==> config.mk <==
export PLATFORM = sky130hd
export DESIGN_NAME = cpc_rom_bus_master
export DESIGN_NICKNAME = d
export VERILOG_FILES = /design/src/rtl/cpc_bus_pkg.sv /design/src/rtl/cpc_wait_counter.sv /design/src/rtl/cpc_rom_bus_master.sv
export SDC_FILE = /design/constraint.sdc
export NUM_CORES = 1
export LEC_CHECK = 0
export BUFFER_PORTS_ARGS = -buffer_cell sky130_fd_sc_hd__buf_2
export CORE_MARGIN = 5
export CORE_UTILIZATION = 50
export DETAILED_ROUTE_END_ITERATION = 10
export PLACE_DENSITY = 0.93
export SLEW_MARGIN = 10
export SYNTH_ARGS = -nofsm -noshare
export SYNTH_HDL_FRONTEND = slang
export SYNTH_SLANG_ARGS = --single-unit
export TNS_END_PERCENT = 10
==> constraint.sdc <==
create_clock -name CLK -period 3.15 [get_ports CLK]
set_clock_uncertainty 0.1 [all_clocks]
set_input_delay 0.1575 -clock CLK [delete_from_list [all_inputs] [get_ports CLK]]
set_output_delay 0.1575 -clock CLK [all_outputs]
set_load 0.05 [all_outputs]
==> src/rtl/cpc_bus_pkg.sv <==
// Shared definitions for the CPC expansion-bus initiator: bus-cycle state
// encoding, command type codes and default address constants.
package cpc_bus_pkg;

  typedef enum logic [2:0] {
    ST_IDLE = 3'd0,
    ST_T1   = 3'd1,
    ST_T2   = 3'd2,
    ST_TWIO = 3'd3,
    ST_TW   = 3'd4,
    ST_T3   = 3'd5,
    ST_RSP  = 3'd6
  } bus_state_t;

  localparam logic CMD_IO_WR  = 1'b0;
  localparam logic CMD_ROM_RD = 1'b1;

  localparam logic [15:0] DEF_ROM_BASE       = 16'hC000;
  localparam logic [7:0]  DEF_IO_HI_BYTE     = 8'hDF;
  localparam int          DEF_TIMEOUT_CYCLES = 255;

  // Address inside the upper-ROM window for a 14-bit offset.
  function automatic logic [15:0] rom_addr(input logic [15:0] base, input logic [13:0] offset);
    return base | {2'b00, offset};
  endfunction

endpackage

==> src/rtl/cpc_wait_counter.sv <==
// Counts consecutive wait-state cycles and flags the cycle on which the
// configured limit is reached. Only used when CPC_BUS_TIMEOUT_EN is defined.
module cpc_wait_counter #(
  parameter int TIMEOUT_CYCLES = 255
) (
  input  logic clk,
  input  logic reset_b,
  input  logic clear,
  input  logic enable,
  output logic expired
);

  localparam int CW = $clog2(TIMEOUT_CYCLES + 1);

  logic [CW-1:0] count_reg;

  // Count wait cycles; cleared at the start of every bus cycle.
  always_ff @(posedge clk) begin
    if (!reset_b || clear) begin
      count_reg <= '0;
    end else if (enable) begin
      count_reg <= count_reg + CW'(1);
    end
  end

  // The current wait cycle is the TIMEOUT_CYCLES-th one.
  assign expired = enable && (count_reg == CW'(TIMEOUT_CYCLES - 1));

endmodule

==> src/rtl/cpc_rom_bus_master.sv <==
// Z80-style bus initiator for the CPC edge connector: issues ROM-select I/O
// writes and upper-ROM memory reads toward an expansion board under test.
// Optional macro CPC_BUS_TIMEOUT_EN adds a wait-state timeout abort.
module cpc_rom_bus_master
  import cpc_bus_pkg::*;
#(
  parameter logic [7:0]  IO_HI_BYTE     = DEF_IO_HI_BYTE,
  parameter logic [15:0] ROM_BASE       = DEF_ROM_BASE,
  parameter int          TIMEOUT_CYCLES = DEF_TIMEOUT_CYCLES
) (
  input  logic        CLK,
  input  logic        RESET_B,
  input  logic        cmd_valid,
  output logic        cmd_ready,
  input  logic        cmd_type,
  input  logic [13:0] cmd_addr,
  input  logic [7:0]  cmd_data,
  output logic        rsp_valid,
  input  logic        rsp_ready,
  output logic [7:0]  rsp_data,
  output logic        rsp_romdis,
  output logic        rsp_err,
  output logic [7:0]  last_rom,
  output logic [15:0] A,
  output logic [7:0]  D_out,
  output logic        D_oe,
  input  logic [7:0]  D_in,
  output logic        MREQ_B,
  output logic        IOREQ_B,
  output logic        RD_B,
  output logic        WR_B,
  output logic        ROMEN_B,
  input  logic        READY,
  input  logic        ROMDIS
);

  bus_state_t  state_reg, state_next;
  logic        type_reg;
  logic [7:0]  data_reg;
  logic [15:0] a_reg;
  logic [7:0]  d_out_reg;
  logic        d_oe_reg;
  logic [7:0]  rsp_data_reg;
  logic        rsp_romdis_reg;
  logic [7:0]  last_rom_reg;
  logic        bus_active;
  logic        timeout_hit;

  // State register.
  always_ff @(posedge CLK) begin
    if (!RESET_B) begin
      state_reg <= ST_IDLE;
    end else begin
      state_reg <= state_next;
    end
  end

  // Next-state logic plus handshake and strobe-window decode.
  always_comb begin
    state_next = state_reg;
    cmd_ready  = 1'b0;
    rsp_valid  = 1'b0;
    bus_active = 1'b0;
    case (state_reg)
      ST_IDLE: begin
        cmd_ready = RESET_B;
        if (cmd_valid && RESET_B) state_next = ST_T1;
      end
      ST_T1: state_next = ST_T2;
      ST_T2: begin
        bus_active = 1'b1;
        if (type_reg == CMD_IO_WR) state_next = ST_TWIO;
        else if (READY)            state_next = ST_T3;
        else                       state_next = ST_TW;
      end
      ST_TWIO: begin
        bus_active = 1'b1;
        state_next = READY ? ST_T3 : ST_TW;
      end
      ST_TW: begin
        bus_active = 1'b1;
        if (timeout_hit) state_next = ST_RSP;
        else if (READY)  state_next = ST_T3;
      end
      ST_T3: begin
        bus_active = 1'b1;
        state_next = ST_RSP;
      end
      ST_RSP: begin
        rsp_valid = 1'b1;
        if (rsp_ready) state_next = ST_IDLE;
      end
      default: state_next = ST_IDLE;
    endcase
  end

  // Strobes are asserted from T2 through T3 for the registered cycle type.
  assign MREQ_B  = !(bus_active && (type_reg == CMD_ROM_RD));
  assign RD_B    = !(bus_active && (type_reg == CMD_ROM_RD));
  assign ROMEN_B = !(bus_active && (type_reg == CMD_ROM_RD));
  assign IOREQ_B = !(bus_active && (type_reg == CMD_IO_WR));
  assign WR_B    = !(bus_active && (type_reg == CMD_IO_WR));

  // Command capture at accept, bus drive, and response capture at end of T3.
  always_ff @(posedge CLK) begin
    if (!RESET_B) begin
      type_reg       <= CMD_IO_WR;
      data_reg       <= 8'h00;
      a_reg          <= 16'h0000;
      d_out_reg      <= 8'h00;
      d_oe_reg       <= 1'b0;
      rsp_data_reg   <= 8'h00;
      rsp_romdis_reg <= 1'b0;
      last_rom_reg   <= 8'h00;
    end else begin
      if (state_reg == ST_IDLE && cmd_valid) begin
        type_reg <= cmd_type;
        data_reg <= cmd_data;
        if (cmd_type == CMD_ROM_RD) begin
          a_reg    <= rom_addr(ROM_BASE, cmd_addr);
          d_oe_reg <= 1'b0;
        end else begin
          a_reg     <= {IO_HI_BYTE, 8'h00};
          d_out_reg <= cmd_data;
          d_oe_reg  <= 1'b1;
        end
      end
      if (state_reg == ST_T3) begin
        rsp_data_reg   <= (type_reg == CMD_ROM_RD) ? D_in : 8'h00;
        rsp_romdis_reg <= ROMDIS;
        d_oe_reg       <= 1'b0;
        if (type_reg == CMD_IO_WR) last_rom_reg <= data_reg;
      end
      if (timeout_hit) begin
        rsp_data_reg   <= 8'hFF;
        rsp_romdis_reg <= 1'b0;
        d_oe_reg       <= 1'b0;
      end
    end
  end

`ifdef CPC_BUS_TIMEOUT_EN
  logic rsp_err_reg;

  cpc_wait_counter #(
    .TIMEOUT_CYCLES(TIMEOUT_CYCLES)
  ) u_wait_counter (
    .clk     (CLK),
    .reset_b (RESET_B),
    .clear   (state_reg == ST_T1),
    .enable  (state_reg == ST_TW),
    .expired (timeout_hit)
  );

  // Error flag: set by an aborted cycle, cleared by a normal completion.
  always_ff @(posedge CLK) begin
    if (!RESET_B) begin
      rsp_err_reg <= 1'b0;
    end else if (state_reg == ST_T3) begin
      rsp_err_reg <= 1'b0;
    end else if (timeout_hit) begin
      rsp_err_reg <= 1'b1;
    end
  end

  assign rsp_err = rsp_err_reg;
`else
  assign timeout_hit = 1'b0;
  assign rsp_err     = 1'b0;
`endif

  assign A          = a_reg;
  assign D_out      = d_out_reg;
  assign D_oe       = d_oe_reg;
  assign rsp_data   = rsp_data_reg;
  assign rsp_romdis = rsp_romdis_reg;
  assign last_rom   = last_rom_reg;

endmodule

* Word level (Yosys, flattened, before mapping)
Index checks and enable logic that the tools add are counted.
** Storage, ports and cells
- Register bits after elaboration :: 54
- Output and inout bits :: 50
- Input bits :: 37
- Word-level logic and storage cells :: 45
** Operators by class
- Reduce and logical (&&, ||, !) cells :: 12
- Multiplexer cells :: 12
- Eq/ne operators :: 9
- Bitwise logic cells :: 3
** Operators by type and width (count)
- case mux 3 bit (7 select lines) :: 1
- 2-to-1 mux 14 bit :: 1
- 2-to-1 mux 3 bit :: 4
- == test 3 bit (second input constant) :: 3
- 2-to-1 mux 8 bit :: 1
- == test 3 x 2 -> 1 bit (second input constant) :: 2
- != test 2 bit (second input constant) :: 3
- 2-to-1 mux 1 bit :: 5
- logical AND 1 bit :: 4
- AND reduction 2 bit :: 2
- OR reduction 4 bit :: 1
- == test 3 x 1 -> 1 bit (second input constant) :: 1
- logical NOT 3 bit :: 1
- NOT 1 bit :: 3
- AND reduction 3 bit :: 1
- logical NOT 1 bit :: 2
- OR reduction 2 bit :: 1

* Logic depth before layout (Yosys ltp)
Gate-level depths: netlist of the first run.
- Word-level depth :: 5
- Mapped depth :: 5
- Depth with buffers taken out :: 3

* Worst setup path before layout of the first run
OpenSTA, ideal clock, no wires.
- Path type :: register to output
- Start :: reg state_reg[2]
- End :: out cmd_ready
- Stages on the path, launching flop included :: 3
- Required time :: 2.892 ns
- Data arrival time :: 2.140 ns
- Path buffers :: 1
- Path slack :: 0.752 ns
- Path through :: dfxtp_1 -> buf_2 -> nor4b_1
** Between the ends
- Longest elaborated chain between the ends :: 2
** RTL lines
- start: declaration :: line cpc_rom_bus_master.sv:37 : bus_state_t state_reg, state_next;
- start signal: assignment :: line cpc_rom_bus_master.sv:54 : state_reg <= state_next;
- logical NOT 3 bit :: line cpc_rom_bus_master.sv:64 : case (state_reg)
- 2-to-1 mux 1 bit :: line cpc_rom_bus_master.sv:64
- end: declaration :: line cpc_rom_bus_master.sv:14 : output logic cmd_ready,
Every way passes these cells.

* Worst setup path in the final report of the first run
- Start :: reg state_reg[2]
- End :: reg d_out_reg[2], in the netlist D_out[2]
** Between the ends
- Longest elaborated chain between the ends :: 3
** RTL lines
- logical NOT 3 bit :: line cpc_rom_bus_master.sv:116 : if (state_reg == ST_IDLE && cmd_valid) begin
- logical AND 1 bit :: line cpc_rom_bus_master.sv:116
- AND reduction 2 bit (no line)
- end signal: assignment :: line cpc_rom_bus_master.sv:124 : d_out_reg <= cmd_data;
- end: declaration :: line cpc_rom_bus_master.sv:41 : logic [7:0] d_out_reg;
Every way passes these cells.
A chain may end at the register's enable or synchronous reset.

==> results of run 1 <==
[what timing repair did]
action / CTS / global route
hold buffers: 10 / 0
hold endpoints to repair: 11 / 0
setup endpoints to repair: 0 / 0
[layout by cell type, fill, tap and decap left out]
cell	n
buf_2	85
nand2_1	55
dfxtp_1	53
a21boi_0	19
nand3_1	17
mux2i_1	10
o21ai_0	10
dlygate4sd3_1	10
a22o_1	8
nand3b_1	7
o211a_1	6
clkbuf_8	5
nor2_1	4
nand2b_1	3
nor2b_1	2
buf_4	2
xor2_1	1
nor4b_1	1
or4b_1	1
nor2_8	1
and2_1	1
nand4bb_1	1
nor3_1	1
a221oi_1	1
o41ai_1	1
nor4b_2	1
o21a_1	1
a21boi_1	1
conb_1	1
clkinv_2	1
bufinv_16	1
[layer usage]
layer | share of wire, % | wire length (um) | vias up
met2 | 46 | 2180 | 73
met1 | 42 | 2020 | 807
met4 | 1.3 | 63 | 0
met5 | 0 | 0 | -
met3 | 11 | 514 | 6
li1 | - | - | 940
[power by group]
group / switching (mW) / internal (mW) / leakage, nW
logic: 0.275 / 0.116 / 0.766
registers: 0.0426 / 0.718 / 0.432
clock network: 0.207 / 0.231 / 0.0540
[how the worst min path moves through the flow]
stage | startpoint | to | slack, ps | depth (start not counted)
finish | cmd_data[2] | data_reg[2]$_SDFFE_PN0P_ | 3 | 3
global route | cmd_data[1] | data_reg[1]$_SDFFE_PN0P_ | 20 | 3
CTS | cmd_data[3] | D_out[3]$_SDFFE_PN0P_ | 0.2 | 3
detailed placement | D_in[7] | rsp_data[7]$_SDFFE_PN0N_ | 270 | 2
global placement | D_in[0] | rsp_data[0]$_SDFFE_PN0N_ | 270 | 2
floorplan | D_in[0] | rsp_data[0]$_SDFFE_PN0N_ | 180 | 1
[worst max-delay path: stages, from the launching register on]
cell and delay [ps]:
dfxtp_1 460, or4b_1 930, nor2_8 330, mux2i_1 210
[cell families (layout without fill, tap and decap cells)]
logic type | after synthesis | in the layout | synth area share [%]
AND/OR/NAND/NOR | 95 | 95 | 21.8
AO/OA/AOI/OAI | 47 | 47 | 16.8
flip-flops | 53 | 53 | 50.2
multiplexers | 10 | 10 | 4.74
other | 1 | 1 | 0.177
XOR/XNOR | 1 | 1 | 0.415
buffers and inverters | 25 | 104 | 5.86
[per-stage QoR]
step / instances / hold WS (ps) / area [um^2]
final: 361 / 3.33 / 2700
after global routing: 361 / 17.2 / 2700
after CTS: 361 / 0.231 / 2700
after detailed placement: 344 / 275 / 2500
after global placement: 344 / 270 / 2500
after floorplan: 232 / 183 / 2110
[area by class of cell]
| cell class | count | area [um^2] | area share (%) |
|---|---|---|---|
| clock buffer | 5 | 68.8 | 2.55 |
| sequential | 53 | 1060 | 39.3 |
| multi-input combinational | 154 | 935 | 34.6 |
| clock inverter | 2 | 35.0 | 1.30 |
| timing repair buffer | 97 | 541 | 20.0 |
| tap | 50 | 62.6 | 2.31 |
==> impl_metrics.json, run 1 <==
{
  "status": "finished, final reports clean",
  "critPathCaptureType": "flop",
  "p_total_mw": 1.59,
  "grt_pass1_vias": 1761,
  "critical_path_class": "reg -> reg",
  "report.final.hold_viol_count": 0,
  "postCtsResizedCells": 0,
  "cp-startpoint": "state_reg[2]$_SDFFE_PN0P_",
  "grt_use_met3_pct": 6.68,
  "synth_top_area_cell": "dfxtp_1",
  "busiest_layer": "met2",
  "synth.distinct_cells": 27,
  "min_period_over_period_pct": 66.7,
  "wl_mm": 4.77,
  "slew_headroom_pct": 48.9,
  "synth_most_common_cell": "nand2_1",
  "dr.pass1.iters": 4,
  "ys_warn_count": 0,
  "pin_count": 87,
  "synth_commonest_cells": "55 x nand2_1, 53 x dfxtp_1, 19 x a21boi_0",
  "rrSetupSlack_ps": 1050,
  "synth_edf_count": 0,
  "setup_slack_ps": 1050,
  "post_drt_wl_per_cell_um": 13.2,
  "finalMaxSlewViolations": 0,
  "place_worst_setup_slack_ps": 1070,
  "track_usage_pct": 17.6,
  "r2r_start": "state_reg[2]$_SDFFE_PN0P_",
  "leakage_nw": 1.25,
  "grt_pass1_wl_mm": 7.72,
  "setup_viol": 0,
  "crit_fanout": 19,
  "drv_cap": 0,
  "cts_made_buffers": 5,
  "ys_seq_area_share_pct": 50.2,
  "die-height_um": 75.0,
  "cp-endpoint": "D_out[2]$_SDFFE_PN0P_",
  "clock_sinks": 53,
  "ctsHtreeMaxLevel": 2,
  "cts_tree": "yes",
  "drive_above_1_share_pct": 30.9,
  "core-area_mm2": 0.00406,
  "critPathRequiredTime_ps": 3290,
  "post-cts-setup-buffer-count": 0,
  "antenna_found_initial": 0,
  "port_buffers": 85,
  "fmax_mhz": 476,
  "synth_top_flop_cell": "dfxtp_1",
  "tightest_slew_ps": 767,
  "vias_per_cell": 5.06,
  "cts_buffer_depth": 2,
  "clock_latency_ps": 300,
  "grt_start_max_net_pins": 52,
  "drtAntennaViolNets": 0,
  "ir_drop_v": 0.000360,
  "fin_crit_ps": 2100,
  "utilization_pct": 66.6,
  "reg2regPathDepth": 3,
  "nNetsFinal": 348,
  "area_growth_pct": 27.9,
  "critPathArrivalTime_ps": 2240,
  "start_kind": "flop",
  "use_met1_pct": 21.6,
  "syn-instance-count": 232,
  "via_count": 1826,
  "hp-class": "in -> reg",
  "powerDensity_mw_per_mm2": 588,
  "drc_errors": 0,
  "die_x_um": 75.0,
  "diodes": 0,
  "syn_nets": 269,
  "async_reset_ff_share_pct": 0,
  "place_congestion": 0.706,
  "synth_area_per_cell_um2": 9.11,
  "ys_top_cells_by_area": "dfxtp_1 50%, nand2_1 9.8%, a21boi_0 6.7%, mux2i_1 4.7%, nand3_1 4.0%",
  "start_util_pct": 52.1,
  "nFillCells": 340,
  "yosys.area.top_type_share_pct": 50.2,
  "globalRoute.totalOverflow": 0,
  "synthesis.area_mm2": 0.00211,
  "drtIter0Drc": 82,
  "root_buffer": "clkbuf_8",
  "hpwl_mm": 3.34,
  "r2r_end": "D_out[2]$_SDFFE_PN0P_",
  "grt_util_met2_pct": 28.4,
  "tns_ps": 0,
  "cts.clk_slew.worst_paths_ps": 90,
  "die_area_mm2": 0.00563,
  "ys_seq_elements": 53,
  "largest_reg_flops": 15,
  "core.rowCount": 23,
  "rsz0062_at_grt": "false"
}
(Power assumes the default switching activity.)
==> inputs of run 2 (changes only) <==
CORE_UTILIZATION = 47   (was 50)
PLACE_DENSITY = 0.88   (was 0.93)
clock period = 2.1 ns   (was 3.15 ns; I/O delays follow)
==> run 2 against run 1 <==
Effect of this change: the flow now finishes with violations (negative hold slack); global-route usage shrank 0.54 points; count of clock-buffer cells in the layout is 3 higher; first-iteration DRC count grew 110%; final area rose by 6.5%; via count increased by 4.5%; sequential power is 47% higher; setup slack got worse by 760 ps; critical path type is now in -> reg.
==> impl_metrics.json, run 2 (synthesis results as in run 1) <==
{
  "utilization_pct": 66.1,
  "final_cell_mix": "85 x buf_2, 55 x nand2_1, 53 x dfxtp_1",
  "finalMaxSlewViolations": 0,
  "path_cells": "dlygate4sd3_1 > buf_2 > or4b_1 > nor2_8 > mux2i_1",
  "min_period_over_period_pct": 86.1,
  "post_drt_wl_per_cell_um": 13.1,
  "die-height_um": 77.1,
  "final_cells": 384,
  "tns_ps": 0,
  "drv_cap": 0,
  "port_buffers": 85,
  "fin_crit_ps": 1810,
  "fmax_mhz": 553,
  "hp-class": "in -> reg",
  "clock_sinks": 53,
  "die_area_mm2": 0.00594,
  "tightest_slew_ps": 530,
  "diodes": 0,
  "slew_headroom_pct": 64.5,
  "post-cts-setup-buffer-count": 0,
  "cts_buffer_depth": 2,
  "status": "complete, but fails checks",
  "area_growth_pct": 36.2,
  "report.final.hold_viol_count": 1,
  "cts_made_buffers": 5,
  "worstHoldEndpoint": "A[4]$_SDFFE_PN0P_",
  "vias_per_cell": 4.97,
  "ctsHtreeMaxLevel": 2,
  "globalRoute.totalOverflow": 0,
  "core-area_mm2": 0.00435,
  "die_x_um": 77.1,
  "rrSetupSlack_ps": 310,
  "critPathArrivalTime_ps": 1940,
  "p_total_mw": 2.32,
  "rsz0062_at_grt": "false",
  "critPathRequiredTime_ps": 2230,
  "via_count": 1909,
  "dp.cells": 350,
  "largest_reg_flops": 15,
  "grt_pass1_vias": 1881,
  "grt_pass1_wl_mm": 8.56,
  "nFillCells": 358,
  "cpMaxStageDelayCell": "or4b_1",
  "worstHoldPathCells": 3,
  "hold_ws_ps": -2.72,
  "root_buffer": "clkbuf_8",
  "place_congestion": 0.768,
  "start_util_pct": 48.5,
  "drive_above_1_share_pct": 29.8,
  "grt_start_max_net_pins": 46,
  "antenna_found_initial": 0,
  "drc_errors": 0,
  "pin_count": 87,
  "critPathCaptureType": "flop",
  "final_common_cell": "buf_2",
  "clock_latency_ps": 300,
  "holdCritStartpoint": "cmd_addr[4]",
  "setup_viol": 0,
  "nNetsFinal": 368,
  "drtAntennaViolNets": 0,
  "violations": "negative hold slack",
  "reg2regPathDepth": 5,
  "start_kind": "input port",
  "cpPeakStageDelay_ps": 690,
  "cts_tree": "yes",
  "leakage_nw": 1.33,
  "core.rowCount": 24,
  "hpwl_mm": 3.47,
  "cts.clk_slew.worst_paths_ps": 90,
  "wl_mm": 5.02,
  "drtIter0Drc": 174,
  "r2r_start": "state_reg[1]$_SDFFE_PN0P_",
  "track_usage_pct": 17.1,
  "dr.pass1.iters": 4,
  "r2r_end": "state_reg[0]$_SDFFE_PN0P_",
  "postCtsResizedCells": 0,
  "critical_path_class": "in -> reg",
  "ir_drop_v": 0.000568,
  "powerDensity_mw_per_mm2": 805,
  "crit_fanout": 11
}
[run 2: changes by cell type in the layout (fill, tap and decap cells not counted), sizes merged]
cell,before,now
dlygate4sd3,10,26
buf,87,91
clkbuf,5,8
bufinv,1,0
clkinv,1,0
[run 2: critical path, delay by kind of cell]
kind | cells | cell delay [ps]
multiplexers | 1 | 220
AND/OR/NAND/NOR | 2 | 970
buffers and inverters | 2 | 640
[run 2: metrics by stage]
stage	instance area [um^2]	setup WS, ps
detailed placement	2540	326
global placement	2540	402
global route	2880	209
finish	2880	291
floorplan	2120	448
CTS	2870	271
[run 2: cell type report]
type	instances	area (um^2)	share of cell area, %
timing repair buffer	117	731	25.4
sequential	53	1060	36.9
clock buffer	8	80.1	2.78
multi-input combinational	154	941	32.7
tap	52	65.1	2.26
[run 2: how the worst max path moves through the flow]
stage                              startpoint                    end  slack (ps)  depth (start not counted)
finish                              cmd_valid  D_out[0]$_SDFFE_PN0P_         290                          5
global route                        cmd_valid  D_out[7]$_SDFFE_PN0P_         210                          5
CTS                                 cmd_valid  D_out[0]$_SDFFE_PN0P_         270                          5
detailed placement  state_reg[1]$_SDFFE_PN0P_  D_out[0]$_SDFFE_PN0P_         330                          3
global placement    state_reg[1]$_SDFFE_PN0P_  D_out[5]$_SDFFE_PN0P_         400                          3
floorplan           state_reg[2]$_SDFFE_PN0P_              cmd_ready         450                          2
[run 2: layer usage]
layer / global-route usage [%] / wire, um / vias up
met5: 0 / 0 / -
met4: 4.47 / 24 / 0
met3: 5.97 / 399 / 5
met2: 28.7 / 2340 / 58
met1: 20.7 / 2250 / 866
li1: - / - / 980
[run 2: power by group]
part,switching [mW],internal (mW)
clock network,0.299,0.237
registers,0.0385,1.08
logic,0.450,0.214
total,0.787,1.53
[run 2: what timing repair did]
action | 4_1_cts | 5_1_grt
hold buffers | 25 | 1
endpoints found under the hold margin | 32 | 1
endpoints found under the setup margin | 0 | 0
==> inputs of run 3 (changes only) <==
SYNTH_HIERARCHICAL = 1   (was not set)
==> run 3 against run 2 <==
Effect of this change: the flow now finishes without violations; total power is 3.4% higher; core utilization is 0.89 points higher; sequential share of layout area is 0.49 points lower; critical endpoint is now data_reg[7]$_SDFFE_PN0P_; largest cell class unchanged; largest power group unchanged; highest routed layer unchanged.
==> impl_metrics.json, run 3 <==
{
  "wl_mm": 5.19,
  "ys_seq_area_share_pct": 50.2,
  "ys_seq_elements": 53,
  "utilization_pct": 67.0,
  "tightest_slew_ps": 530,
  "min_period_over_period_pct": 86.2,
  "place_congestion": 0.722,
  "area_growth_pct": 38.0,
  "setup_slack_ps": 290,
  "share_comb_of_total_power_pct": 28.0,
  "p_total_mw": 2.39,
  "pin_count": 87,
  "place_worst_setup_slack_ps": 395,
  "cts_tree": "yes",
  "synth_area_per_cell_um2": 9.11,
  "rsz0062_at_grt": "false",
  "drc_errors": 0,
  "start_kind": "input port",
  "met3_length_um": 390,
  "synth-compound-area-share_pct": 16.8,
  "wl_met1_mm": 2.18,
  "postCtsResizedCells": 0,
  "wl_met2_mm": 2.55,
  "nFillCells": 368,
  "fmax_mhz": 552,
  "vias_per_cell": 4.99,
  "report.final.hold_viol_count": 0,
  "final_cells": 386,
  "cts.clk_slew.worst_paths_ps": 90,
  "synth.distinct_cells": 27,
  "async_reset_ff_share_pct": 0,
  "core.rowCount": 24,
  "die_area_mm2": 0.00594,
  "final_cell_mix": "85 x buf_2, 55 x nand2_1, 53 x dfxtp_1",
  "globalRoute.totalOverflow": 0,
  "dpl-instance-area_mm2": 0.00254,
  "drive_above_1_share_pct": 30.8,
  "cp_num_buf_inv": 3,
  "die-height_um": 77.1,
  "via_count": 1928,
  "synth_most_common_cell": "nand2_1",
  "synthMuxAreaShare_pct": 4.74,
  "final_cell_area_mm2": 0.00292,
  "synthesis.area_mm2": 0.00211,
  "drtIter0Drc": 102,
  "cts_buffer_depth": 2,
  "tns_ps": 0,
  "crit_fanout": 11,
  "ir_drop_v": 0.000546,
  "core-area_mm2": 0.00435,
  "critical_path.top_delay_family": "buffers and inverters",
  "leakage_nw": 1.35,
  "cts_made_buffers": 5,
  "nNetsFinal": 370,
  "hpwl_mm": 3.48,
  "post_drt_wl_per_cell_um": 13.5,
  "clock_latency_ps": 300,
  "syn_nets": 269,
  "finalMaxSlewViolations": 0,
  "ys_warn_count": 6,
  "track_usage_pct": 17.3,
  "slew_headroom_pct": 64.4,
  "critPathRequiredTime_ps": 2180,
  "powerDensity_mw_per_mm2": 821,
  "netSwitchingFraction_pct": 33.5,
  "ys_top_cells_by_area": "dfxtp_1 50%, nand2_1 9.8%, a21boi_0 6.7%, mux2i_1 4.7%, nand3_1 4.0%",
  "power.internal_mw": 1.59,
  "hp-class": "in -> reg",
  "drv_cap": 0,
  "switching_power_mw": 0.802,
  "critical_path_class": "in -> reg",
  "start_util_pct": 48.5,
  "cpMaxStageDelayCell": "or4b_1",
  "hold_ws_ps": 16.8,
  "antenna_found_initial": 0,
  "critPathArrivalTime_ps": 1890,
  "cpPeakStageDelay_ps": 670,
  "fin_crit_ps": 1810,
  "dp.cells": 351,
  "dr.pass1.iters": 4,
  "synth_top_flop_cell": "dfxtp_1",
  "synthXorXnorAreaFrac_pct": 0.414,
  "pwr-share-seq_pct": 46.6,
  "largest_reg_flops": 15,
  "ctsHtreeMaxLevel": 2,
  "die_x_um": 77.1,
  "top_layer": "met4",
  "syn-instance-count": 232,
  "synth_commonest_cells": "55 x nand2_1, 53 x dfxtp_1, 19 x a21boi_0",
  "critPathCaptureType": "flop",
  "synth_top_family_by_area": "simple AND/OR/NAND/NOR gates",
  "path_cells": "dlygate4sd3_1 > buf_2 > or4b_1 > buf_4 > nand2_1 > a21boi_0",
  "diodes": 0,
  "pwr-share-clk_pct": 25.4,
  "root_buffer": "clkbuf_8",
  "setup_viol": 0,
  "synth_top_area_cell": "dfxtp_1",
  "drtAntennaViolNets": 0,
  "port_buffers": 85,
  "grt_pass1_vias": 1844,
  "grt_pass1_wl_mm": 8.57,
  "synthAdderAreaFrac_pct": 0,
  "clock_sinks": 53,
  "yosys.area.top_type_share_pct": 50.2,
  "yosys.area_share.simple_pct": 21.8,
  "final_common_cell": "buf_2",
  "synth_edf_count": 0,
  "grt_start_max_net_pins": 51,
  "status": "finished, final reports clean"
}
-- run 3: changes by cell type in the layout (fill, tap and decap cells not counted), sizes merged --
cell,delta
clkbuf,-1
dlygate4sd3,+1
buf,+1
clkinv,+1
-- run 3: metal layers --
metal  vias to the layer above  global-route usage (%)
li1                        984                       -
met1                       875                    20.5
met4                         0                    5.15
met2                        61                    29.9
met5                         -                       0
met3                         8                    5.50
-- run 3: cell type report --
cell class                      count  area, um^2  share of cell area [%]
Tap cell                           52        65.1                    2.23
Timing Repair Buffer              119         748                    25.7
Clock buffer                        7        96.3                    3.30
Clock inverter                      1        5.00                   0.172
Sequential cell                    53        1060                    36.4
Multi-Input combinational cell    154         941                    32.3
-- run 3: what timing repair did --
item / in CTS / in global routing
hold buffers: 27 / 0
endpoints found under the hold margin: 34 / 0
setup endpoints to repair: 0 / 0
setup buffers: 0 / 0
-- run 3: worst paths after layout --
check                                  from                   endpoint  slack [ps]  cells past startpoint
hold reg to reg       D_out[1]$_SDFFE_PN0P_      D_out[1]$_SDFFE_PN0P_         360                      2
setup / recovery                  cmd_valid   data_reg[7]$_SDFFE_PN0P_         290                      6
hold / removal                        READY  state_reg[0]$_SDFFE_PN0P_          20                      3
setup reg to reg  state_reg[1]$_SDFFE_PN0P_   data_reg[7]$_SDFFE_PN0P_         340                      4
-- run 3: logic make-up (layout without fill, tap and decap cells) --
logic type                Yosys count  in the layout
and+or+nand+nor                    95             95
DFF                                53             53
AOI/OAI and AO/OA                  47             47
buffers and inverters              25            127
muxes                              10             10
other                               1              1
xor gates and xnor gates            1              1
-- run 3: tightest hold or removal path, stage by stage --
cell and delay, ps:
buf_2 80, a221oi_1 80, nor2_1 110
-- run 3: power groups by stage --
stage | clock (mW) | sequential (mW) | combinational [mW]
2_1_floorplan | 0 | 1.29 | 0.328
3_3_place_gp | 0 | 1.14 | 0.619
3_5_place_dp | 0 | 1.14 | 0.631
4_1_cts | 0.621 | 1.12 | 0.672
5_1_grt | 0.668 | 1.13 | 0.719
6_report | 0.609 | 1.12 | 0.670
